## src/rtl/sram_arbiter.sv

```systemverilog
// Three-way round-robin SRAM port arbiter with optional burst lock,
// registered SRAM command outputs and read-return tagging per requester.
module sram_arbiter #(
  parameter int ADDR_W       = 18,
  parameter int DATA_W       = 16,
  parameter int READ_LATENCY = 2,
  parameter int MAX_LOCK     = 256
) (
  input  logic                Clock,
  input  logic                Resetn,
  input  logic [2:0]          req_valid,
  input  logic [2:0]          req_lock,
  input  logic [2:0]          req_we_n,
  input  logic [3*ADDR_W-1:0] req_address,
  input  logic [3*DATA_W-1:0] req_write_data,
  output logic [2:0]          grant,
  output logic [2:0]          rd_valid,
  output logic [DATA_W-1:0]   rd_data,
  output logic [ADDR_W-1:0]   SRAM_address,
  output logic [DATA_W-1:0]   SRAM_write_data,
  output logic                SRAM_we_n,
  input  logic [DATA_W-1:0]   SRAM_read_data
);

  localparam int CNT_W = $clog2(MAX_LOCK + 1);
  localparam logic [CNT_W-1:0] MAX_CNT = CNT_W'(MAX_LOCK);

  typedef enum logic {FREE, OWNED} state_t;

  state_t             state_q, state_d;
  logic [1:0]         owner_q, owner_d;
  logic [1:0]         last_q, last_d;
  logic [CNT_W-1:0]   lock_cnt_q, lock_cnt_d;
  logic [CNT_W-1:0]   cnt_inc;
  logic [ADDR_W-1:0]  addr_q, addr_d;
  logic [DATA_W-1:0]  wdata_q, wdata_d;
  logic               we_n_q, we_n_d;
  logic               cmd_rd_q, cmd_rd_d;
  logic [1:0]         cmd_id_q, cmd_id_d;
  logic [READ_LATENCY-1:0] pipe_vld_q, pipe_vld_d;
  logic [1:0]         pipe_id_q [READ_LATENCY];
  logic [1:0]         pipe_id_d [READ_LATENCY];
  logic [1:0]         win, c0, c1, c2;
  logic               win_vld;

  function automatic logic [1:0] rr_next(input logic [1:0] x);
    return (x == 2'd2) ? 2'd0 : x + 2'd1;
  endfunction

  // Arbitration and lock FSM
  always_comb begin
    state_d    = state_q;
    owner_d    = owner_q;
    last_d     = last_q;
    lock_cnt_d = lock_cnt_q;
    win        = 2'd0;
    win_vld    = 1'b0;
    cnt_inc    = lock_cnt_q + CNT_W'(1);
    c0         = rr_next(last_q);
    c1         = rr_next(c0);
    c2         = last_q;
    case (state_q)
      FREE: begin
        if (req_valid[c0]) begin
          win = c0; win_vld = 1'b1;
        end else if (req_valid[c1]) begin
          win = c1; win_vld = 1'b1;
        end else if (req_valid[c2]) begin
          win = c2; win_vld = 1'b1;
        end
        if (win_vld) begin
          last_d = win;
          if (req_lock[win] && (MAX_LOCK > 1)) begin
            state_d    = OWNED;
            owner_d    = win;
            lock_cnt_d = CNT_W'(1);
          end
        end
      end
      default: begin
        // The owner skipping a cycle always releases, producing one idle bubble
        state_d = FREE;
        if (req_valid[owner_q]) begin
          win        = owner_q;
          win_vld    = 1'b1;
          last_d     = owner_q;
          lock_cnt_d = cnt_inc;
          if (req_lock[owner_q] && (cnt_inc < MAX_CNT)) state_d = OWNED;
        end
      end
    endcase
    if (!Resetn) win_vld = 1'b0;
    grant = win_vld ? (3'b001 << win) : 3'b000;
  end

  // Command stage: next SRAM command and read tag
  always_comb begin
    addr_d   = addr_q;
    wdata_d  = wdata_q;
    we_n_d   = 1'b1;
    cmd_rd_d = 1'b0;
    cmd_id_d = win;
    if (win_vld) begin
      addr_d   = req_address[win*ADDR_W +: ADDR_W];
      wdata_d  = req_write_data[win*DATA_W +: DATA_W];
      we_n_d   = req_we_n[win];
      cmd_rd_d = req_we_n[win];
    end
  end

  // Read-return stages: tag travels READ_LATENCY cycles behind the command
  always_comb begin
    pipe_vld_d[0] = cmd_rd_q;
    pipe_id_d[0]  = cmd_id_q;
    for (int i = 1; i < READ_LATENCY; i++) begin
      pipe_vld_d[i] = pipe_vld_q[i-1];
      pipe_id_d[i]  = pipe_id_q[i-1];
    end
  end

  always_ff @(posedge Clock) begin
    if (!Resetn) begin
      state_q    <= FREE;
      owner_q    <= 2'd0;
      last_q     <= 2'd2;
      lock_cnt_q <= '0;
      addr_q     <= '0;
      wdata_q    <= '0;
      we_n_q     <= 1'b1;
      cmd_rd_q   <= 1'b0;
      pipe_vld_q <= '0;
    end else begin
      state_q    <= state_d;
      owner_q    <= owner_d;
      last_q     <= last_d;
      lock_cnt_q <= lock_cnt_d;
      addr_q     <= addr_d;
      wdata_q    <= wdata_d;
      we_n_q     <= we_n_d;
      cmd_rd_q   <= cmd_rd_d;
      pipe_vld_q <= pipe_vld_d;
    end
  end

  always_ff @(posedge Clock) begin
    cmd_id_q <= cmd_id_d;
    for (int i = 0; i < READ_LATENCY; i++) pipe_id_q[i] <= pipe_id_d[i];
  end

  assign SRAM_address    = addr_q;
  assign SRAM_write_data = wdata_q;
  assign SRAM_we_n       = we_n_q;
  assign rd_valid = pipe_vld_q[READ_LATENCY-1] ? (3'b001 << pipe_id_q[READ_LATENCY-1]) : 3'b000;
  assign rd_data  = SRAM_read_data;

endmodule

```

## config.mk

```make
export PLATFORM = sky130hd
export DESIGN_NAME = sram_arbiter
export DESIGN_NICKNAME = d
export VERILOG_FILES = /design/src/rtl/sram_arbiter.sv
export SDC_FILE = /design/constraint.sdc
export NUM_CORES = 1
export LEC_CHECK = 0
export CAP_MARGIN = 20
export CORE_ASPECT_RATIO = 0.75
export CORE_MARGIN = 2
export CORE_UTILIZATION = 25
export DETAILED_ROUTE_END_ITERATION = 10
export GPL_TIMING_DRIVEN = 0
export PLACE_DENSITY = 0.63
export SYNTH_ARGS = -nofsm -noshare
export SYNTH_HDL_FRONTEND = slang
export SYNTH_SLANG_ARGS = --single-unit
```

## constraint.sdc

```tcl
create_clock -name Clock -period 1.95 [get_ports Clock]
set_input_delay 0.39 -clock Clock [delete_from_list [all_inputs] [get_ports Clock]]
set_output_delay 0.39 -clock Clock [all_outputs]
set_load 0.02 [all_outputs]
```

==> results of run 1 <==
[worst register-to-register path: cells and delay by family, from the launching register on]
family          cells  cell delay, ps
compound gates      3             490
buf+inv             2             450
flops               1             380
mux                 1             180
simple gates        1             470
[how the worst max path moves through the flow]
stage	start	to	slack (ps)	depth (start not counted)
final	c2[1]$_SDFFE_PN1P_	grant[1]	-230	7
after global routing	req_valid[0]	grant[1]	-300	8
after CTS	state_q$_SDFF_PN0_	grant[1]	-250	8
after detailed placement	req_valid[2]	grant[0]	-1640	6
after global placement	req_valid[2]	grant[0]	-1640	6
after floorplan	req_valid[1]	grant[1]	-10	7
[cell usage in the layout (no fill, tap or decap), types with 3 or more instances in the layout]
cell,synthesis,final
o31ai_1,5,5
o221ai_2,0,5
clkdlybuf4s50_1,0,161
nor2_1,8,8
clkinv_4,0,3
clkbuf_1,12,4
dfxtp_4,0,5
o21ai_2,1,3
nand2b_1,5,5
clkbuf_2,0,3
inv_1,26,25
dfxtp_1,58,53
clkinvlp_4,0,4
a21oi_1,16,16
o221ai_1,24,19
buf_6,0,10
nand3_1,7,6
o21ai_0,18,15
buf_4,17,44
buf_2,9,3
nand4_1,8,8
and2_1,3,3
clkbuf_16,0,9
a22oi_1,28,26
nand2_1,25,25
o2bb2ai_1,8,8
and3b_1,4,4
or4_1,6,6
a221oi_1,8,7
[stage by stage]
step / worst slack [ps] / hold WS [ps] / setup TNS [ps] / util (%)
final: -234.8 / 324.1 / -799.0 / 49.78
after global routing: -301.4 / 329.6 / -2677 / 49.78
after detailed placement: -1639 / 312.1 / -46650 / 42.85
after floorplan: -11.51 / 309.6 / -16.47 / -
after CTS: -249.9 / 325.7 / -817.3 / 48.34
after global placement: -1641 / 310.5 / -44430 / 42.85
[power breakdown]
part | leakage [nW] | total, mW | switching (mW) | internal [mW]
combinational | 1.53 | 1.78 | 0.856 | 0.923
sequential | 0.481 | 1.48 | 0.109 | 1.37
clock | 0.138 | 1.59 | 0.592 | 0.996
total | 2.15 | 4.85 | 1.56 | 3.29
[sequential cells by signal, indices dropped and copies added, names as in the netlist, 2 cells and up]
name and count:
SRAM_address 18, SRAM_write_data 16, lock_cnt_q 9, pipe_id_q 4, c2 2, cmd_id_q 2
owner_q 2, pipe_vld_q 2
[final cells by class]
class | count | area, um^2
tap | 140 | 175.2
timing repair buffer | 197 | 1916
clock buffer | 9 | 225.2
sequential | 58 | 1180
inverter | 27 | 110.1
fill | 1046 | 5578
clock inverter | 7 | 78.83
buffer | 36 | 281.5
multi-input combinational | 208 | 1563
[repair_timing]
| action | CTS | global route |
|---|---|---|
| setup endpoints to repair | 52 | 50 |
| pin swaps | 7 | 9 |
| hold endpoints to repair | 0 | 0 |
| buffers inserted | 20 | 10 |
| cloned | 0 | 1 |
| gates resized for setup | 67 | 35 |
[cells by family after synthesis]
family          Yosys count  synth area share [%]
compound gates          121                 31.07
xor+xnor                  2                0.6051
fa+ha+maj                 1                0.4321
buf+inv                  67                 11.28
flops                    58                 40.10
mux                       3                 1.037
simple gates             81                 15.47
[metal layers]
metal | wire, um | vias to the layer above
met5 | 0 | -
met4 | 121 | 0
met3 | 967 | 11
met2 | 5592 | 161
met1 | 5066 | 1625
li1 | - | 1663
==> results.yml, run 1 <==
outcome:
  status: "complete, but fails checks"
  violations: "setup timing"
route:
  drtAntennaViolNets: 0
  vias: 3460
  vias_per_cell: 5.073
  drt_first_pass_iters: 5
  drc: 0
  routedWlPerCell_um: 17.22
  routed_wl_mm: 11.75
  drt_iter0_markers: 252
floorplanning:
  io_pins: 186
  start_util_pct: 26.07
  rows: 33
  fp.dieH_um: 97.20
  fp.dieW_um: 128.3
  core-area_um2: 11110
  die-area_um2: 12470
worst_setup_path:
  crit_buf_inv: 3
  worstPathRequired_ps: 1560
  cpMaxStageDelayCell: "dfxtp_4"
  rr_startpoint: "owner_q[1]$_SDFFE_PN0P_"
  crit_top_cell: "buf_6"
  slowest_delay_ps: 370
  critPathTopFamily: "buffers and inverters"
  crit_type: "reg2out"
  crit_path_end_kind: "primary output"
  reg2reg_depth: 7
  critPathArrivalTime_ps: 1790
  worstPathMaxFanout: 10
  reg2reg_to: "lock_cnt_q[8]$_SDFFE_PN0P_"
  crit_chain: "nand2b_1 > a22oi_1 > o21ai_2 > buf_4 > buf_6 > nor2b_4 > buf_6"
  crit_path_start_kind: "register"
  regToRegSetupSlack_ps: -70
power_and_ir_drop:
  totalPowerFinal_mw: 4.847
  cellPowerDensity_nw_per_um2: 876.7
  peakVddDrop_mv: 0.4110
  p_leak_nw: 2.150
hold_path:
  hold_depth: 0
  hold_end: "pipe_id_q[0][2]$_DFF_P_"
  hp-class: "reg2reg"
  hold_start: "pipe_id_q[0][0]$_DFF_P_"
layout:
  stdcell_area_um2: 5529
  diodes: 0
  final_nets: 667
  drive_gt1_share_pct: 20.85
  final_cells: 682
  area_growth_pct: 90.97
sta:
  worstMarginPinSlew_ps: 561.4
  hold_viol_final: 0
  rsz0062_at_grt: "yes"
  fmax_ghz: 0.4577
  setup_viol: 13
  fin_ws_ps: -234.8
  fin_worst_skew_ps: 4.340
  finalMaxSlewViolations: 0
  layout_min_cycle_time_ps: 2185
  fin_crit_sh_pct: 112.0
  slew_headroom_pct: 62.58
synth:
  yosysMostFrequentCell: "dfxtp_1"
  synth_cell_type_count: 48
  yosysSeqAreaShare_pct: 40.10
  ys_warn_count: 0
  synth_fp_nets: 463
  ys.flop_type: "dfxtp_1"
  ys_top_cells_by_area: "dfxtp_1 (40%), a22oi_1 (7.3%), o221ai_1 (7.3%)"
  synth-async-reset-ratio_pct: 0
  synth-edff-count: 0
  synth_commonest_cells: "dfxtp_1 (58), a22oi_1 (28), inv_1 (26), nand2_1 (25), o221ai_1 (24)"
  synth_top_area_cell: "dfxtp_1"
  synthCells: 333
  synth_top_area_share_pct: 40.10
  yosys_register_bits: 58
  avgSynthCellArea_um2: 8.695
  syn_area_um2: 2895
global_route:
  grtUsageMet2_pct: 30.65
  grtUsageTotal_pct: 18.44
  grt_pass1_wl_mm: 18.04
  gr-max-usage-layer: "met2"
  antenna_found_initial: 0
  overflow: 0
  grtUsageMet3_pct: 5.066
  grt_max_degree: 13
  grt_pass1_vias: 3428
  grt_use_met1_pct: 23.57
placement:
  hpwl_mm: 8.563
  placedCellCount: 640
  portBuffers: 167
  placed_cell_area_um2: 4760
  gp_congestion: 0.8532
clocking:
  cts_hold_buf: 0
  insertion_delay_ps: 320
  cts_tree: "built"
  htreeDepth: 3
  cts_root_buf: "clkbuf_16"
  cts_made_buffers: 9
  clk_pin_slew_ps: 60
  cts.sinks: 58
  clockBufferDepth: 2
run:
  drv_cap: 0
Note: power is estimated with default switching activity, not from simulation.
==> run 2: changes to the inputs <==
--- a/config.mk
+++ b/config.mk
@@ -9,6 +9,7 @@
 export CORE_ASPECT_RATIO = 0.75
 export CORE_MARGIN = 2
 export CORE_UTILIZATION = 25
+export CTS_BUF_LIST = sky130_fd_sc_hd__clkbuf_8
 export DETAILED_ROUTE_END_ITERATION = 10
 export GPL_TIMING_DRIVEN = 0
 export PLACE_DENSITY = 0.63
==> results.yml, run 2 (same netlist as run 1, synthesis figures left out) <==
sta:
  hold_viol_final: 0
  fmax_ghz: 0.4422
  fin_ws_ps: -311.5
  fin_crit_sh_pct: 116.0
  setup_viol: 5
  finalSetupTns_ps: -890.5
  rsz0062_at_grt: "yes"
  worstMarginPinSlew_ps: 575.5
  fin_worst_skew_ps: 6.548
  finalMaxSlewViolations: 0
  slew_headroom_pct: 61.63
  layout_min_cycle_time_ps: 2261
clocking:
  htreeDepth: 3
  clk_pin_slew_ps: 80
  cts_root_buf: "clkbuf_8"
  cts.sinks: 58
  cts_made_buffers: 9
  cts_tree: "built"
  clockBufferDepth: 2
  insertion_delay_ps: 350
floorplanning:
  fp.dieH_um: 97.20
  fp.dieW_um: 128.3
  die-area_um2: 12470
  start_util_pct: 26.07
  rows: 33
  io_pins: 186
  core-area_um2: 11110
worst_setup_path:
  critPathArrivalTime_ps: 1870
  reg2reg_to: "lock_cnt_q[8]$_SDFFE_PN0P_"
  crit_path_start_kind: "primary input"
  critPathTopFamily: "buffers and inverters"
  reg2reg_depth: 7
  worstPathMaxFanout: 7
  worstPathRequired_ps: 1560
  cpMaxStageDelayCell: "dlygate4sd2_1"
  crit_type: "in2out"
  rr_startpoint: "owner_q[1]$_SDFFE_PN0P_"
  crit_chain: "dlygate4sd2_1 > mux2i_2 > o31ai_4 > buf_6 > o21ai_4 > buf_8 > nor2b_4 > buf_6"
  regToRegSetupSlack_ps: -10
  crit_path_end_kind: "primary output"
  crit_buf_inv: 4
  crit_top_cell: "buf_6"
  slowest_delay_ps: 390
layout:
  register_area_um2: 1180
  final_nets: 662
  final_common_cell: "clkdlybuf4s50_1"
  largest_register_ffs: 18
  area_growth_pct: 86.30
  layout_common_cells: "clkdlybuf4s50_1 (161), dfxtp_1 (53), buf_4 (42), a22oi_1 (27)"
  fill_cells: 1066
  utilization_pct: 48.56
  drive_gt1_share_pct: 20.30
  diodes: 0
  multi_input_area_um2: 1555
power_and_ir_drop:
  cellPowerDensity_nw_per_um2: 812.1
  peakVddDrop_mv: 0.3091
  totalPowerFinal_mw: 4.380
  p_leak_nw: 2.090
route:
  vias: 3422
  routedWlPerCell_um: 17.55
  routed_wl_mm: 11.88
  drt_iter0_markers: 248
  drt_first_pass_iters: 5
  drtAntennaViolNets: 0
  vias_per_cell: 5.055
  drc: 0
placement:
  gp_congestion: 0.8532
  portBuffers: 167
  hpwl_mm: 8.563
hold_path:
  hp-class: "reg2reg"
  hold_depth: 0
  hold_start: "pipe_id_q[0][0]$_DFF_P_"
  hold_end: "pipe_id_q[0][2]$_DFF_P_"
global_route:
  grtUsageTotal_pct: 18.53
  grt_pass1_vias: 3431
  antenna_found_initial: 0
  overflow: 0
  grt_pass1_wl_mm: 18.00
  grt_max_degree: 13
run:
  drv_cap: 0
outcome:
  status: "complete, but fails checks"
  violations: "setup timing"
==> run 2: layout make-up <==
| type | instances | area share (%) |
|---|---|---|
| Inverter | 27 | 2.041 |
| Buffer | 36 | 5.057 |
| Clock buffer | 9 | 2.296 |
| Timing Repair Buffer | 192 | 35.19 |
| Sequential cell | 58 | 21.87 |
| Clock inverter | 7 | 1.461 |
| Tap cell | 140 | 3.248 |
| Multi-Input combinational cell | 208 | 28.83 |
==> run 2: how the worst max path moves through the flow <==
stage                       start  endpoint  slack (ps)  depth (start not counted)
5_1_grt              req_valid[0]  grant[2]        -360                          8
3_5_place_dp         req_valid[2]  grant[0]       -1640                          6
3_3_place_gp         req_valid[2]  grant[0]       -1640                          6
4_1_cts        state_q$_SDFF_PN0_  grant[1]        -280                          8
6_report             req_valid[0]  grant[1]        -310                          8
2_1_floorplan        req_valid[1]  grant[1]         -10                          7
==> run 2: power breakdown <==
group | internal [mW] | total (mW) | switching [mW] | leakage, nW
Combinational | 0.905 | 1.75 | 0.847 | 1.52
Sequential | 1.37 | 1.48 | 0.109 | 0.481
Clock | 0.597 | 1.15 | 0.553 | 0.0921
Total | 2.87 | 4.38 | 1.51 | 2.09
==> run 2: repair_timing <==
action	4_1_cts	5_1_grt
hold buffers	0	0
cloned	0	1
setup endpoints to repair	51	49
gates resized for setup	65	41
buffers inserted	19	7
pin swaps	7	7
==> run 2: routing by layer <==
metal  vias up  part of all wire (%)  track usage [%]
met5         -                     0                0
met4         0                  0.82            4.818
met3        10                   8.4            5.396
met2       166                    48            30.69
met1      1595                    43            23.53
li1       1651                     -                -
==> run 2: metrics by stage <==
| stage | cell area [um^2] | cells | hold WS (ps) | setup slack [ps] |
|---|---|---|---|---|
| 2_1_floorplan | 2913 | 333 | 309.6 | -11.51 |
| 4_1_cts | 5253 | 673 | 330.8 | -281.6 |
| 3_3_place_gp | 4760 | 640 | 310.5 | -1641 |
| 6_report | 5394 | 677 | 330.2 | -311.5 |
| 3_5_place_dp | 4760 | 640 | 312.1 | -1639 |
| 5_1_grt | 5394 | 677 | 331.8 | -361.1 |
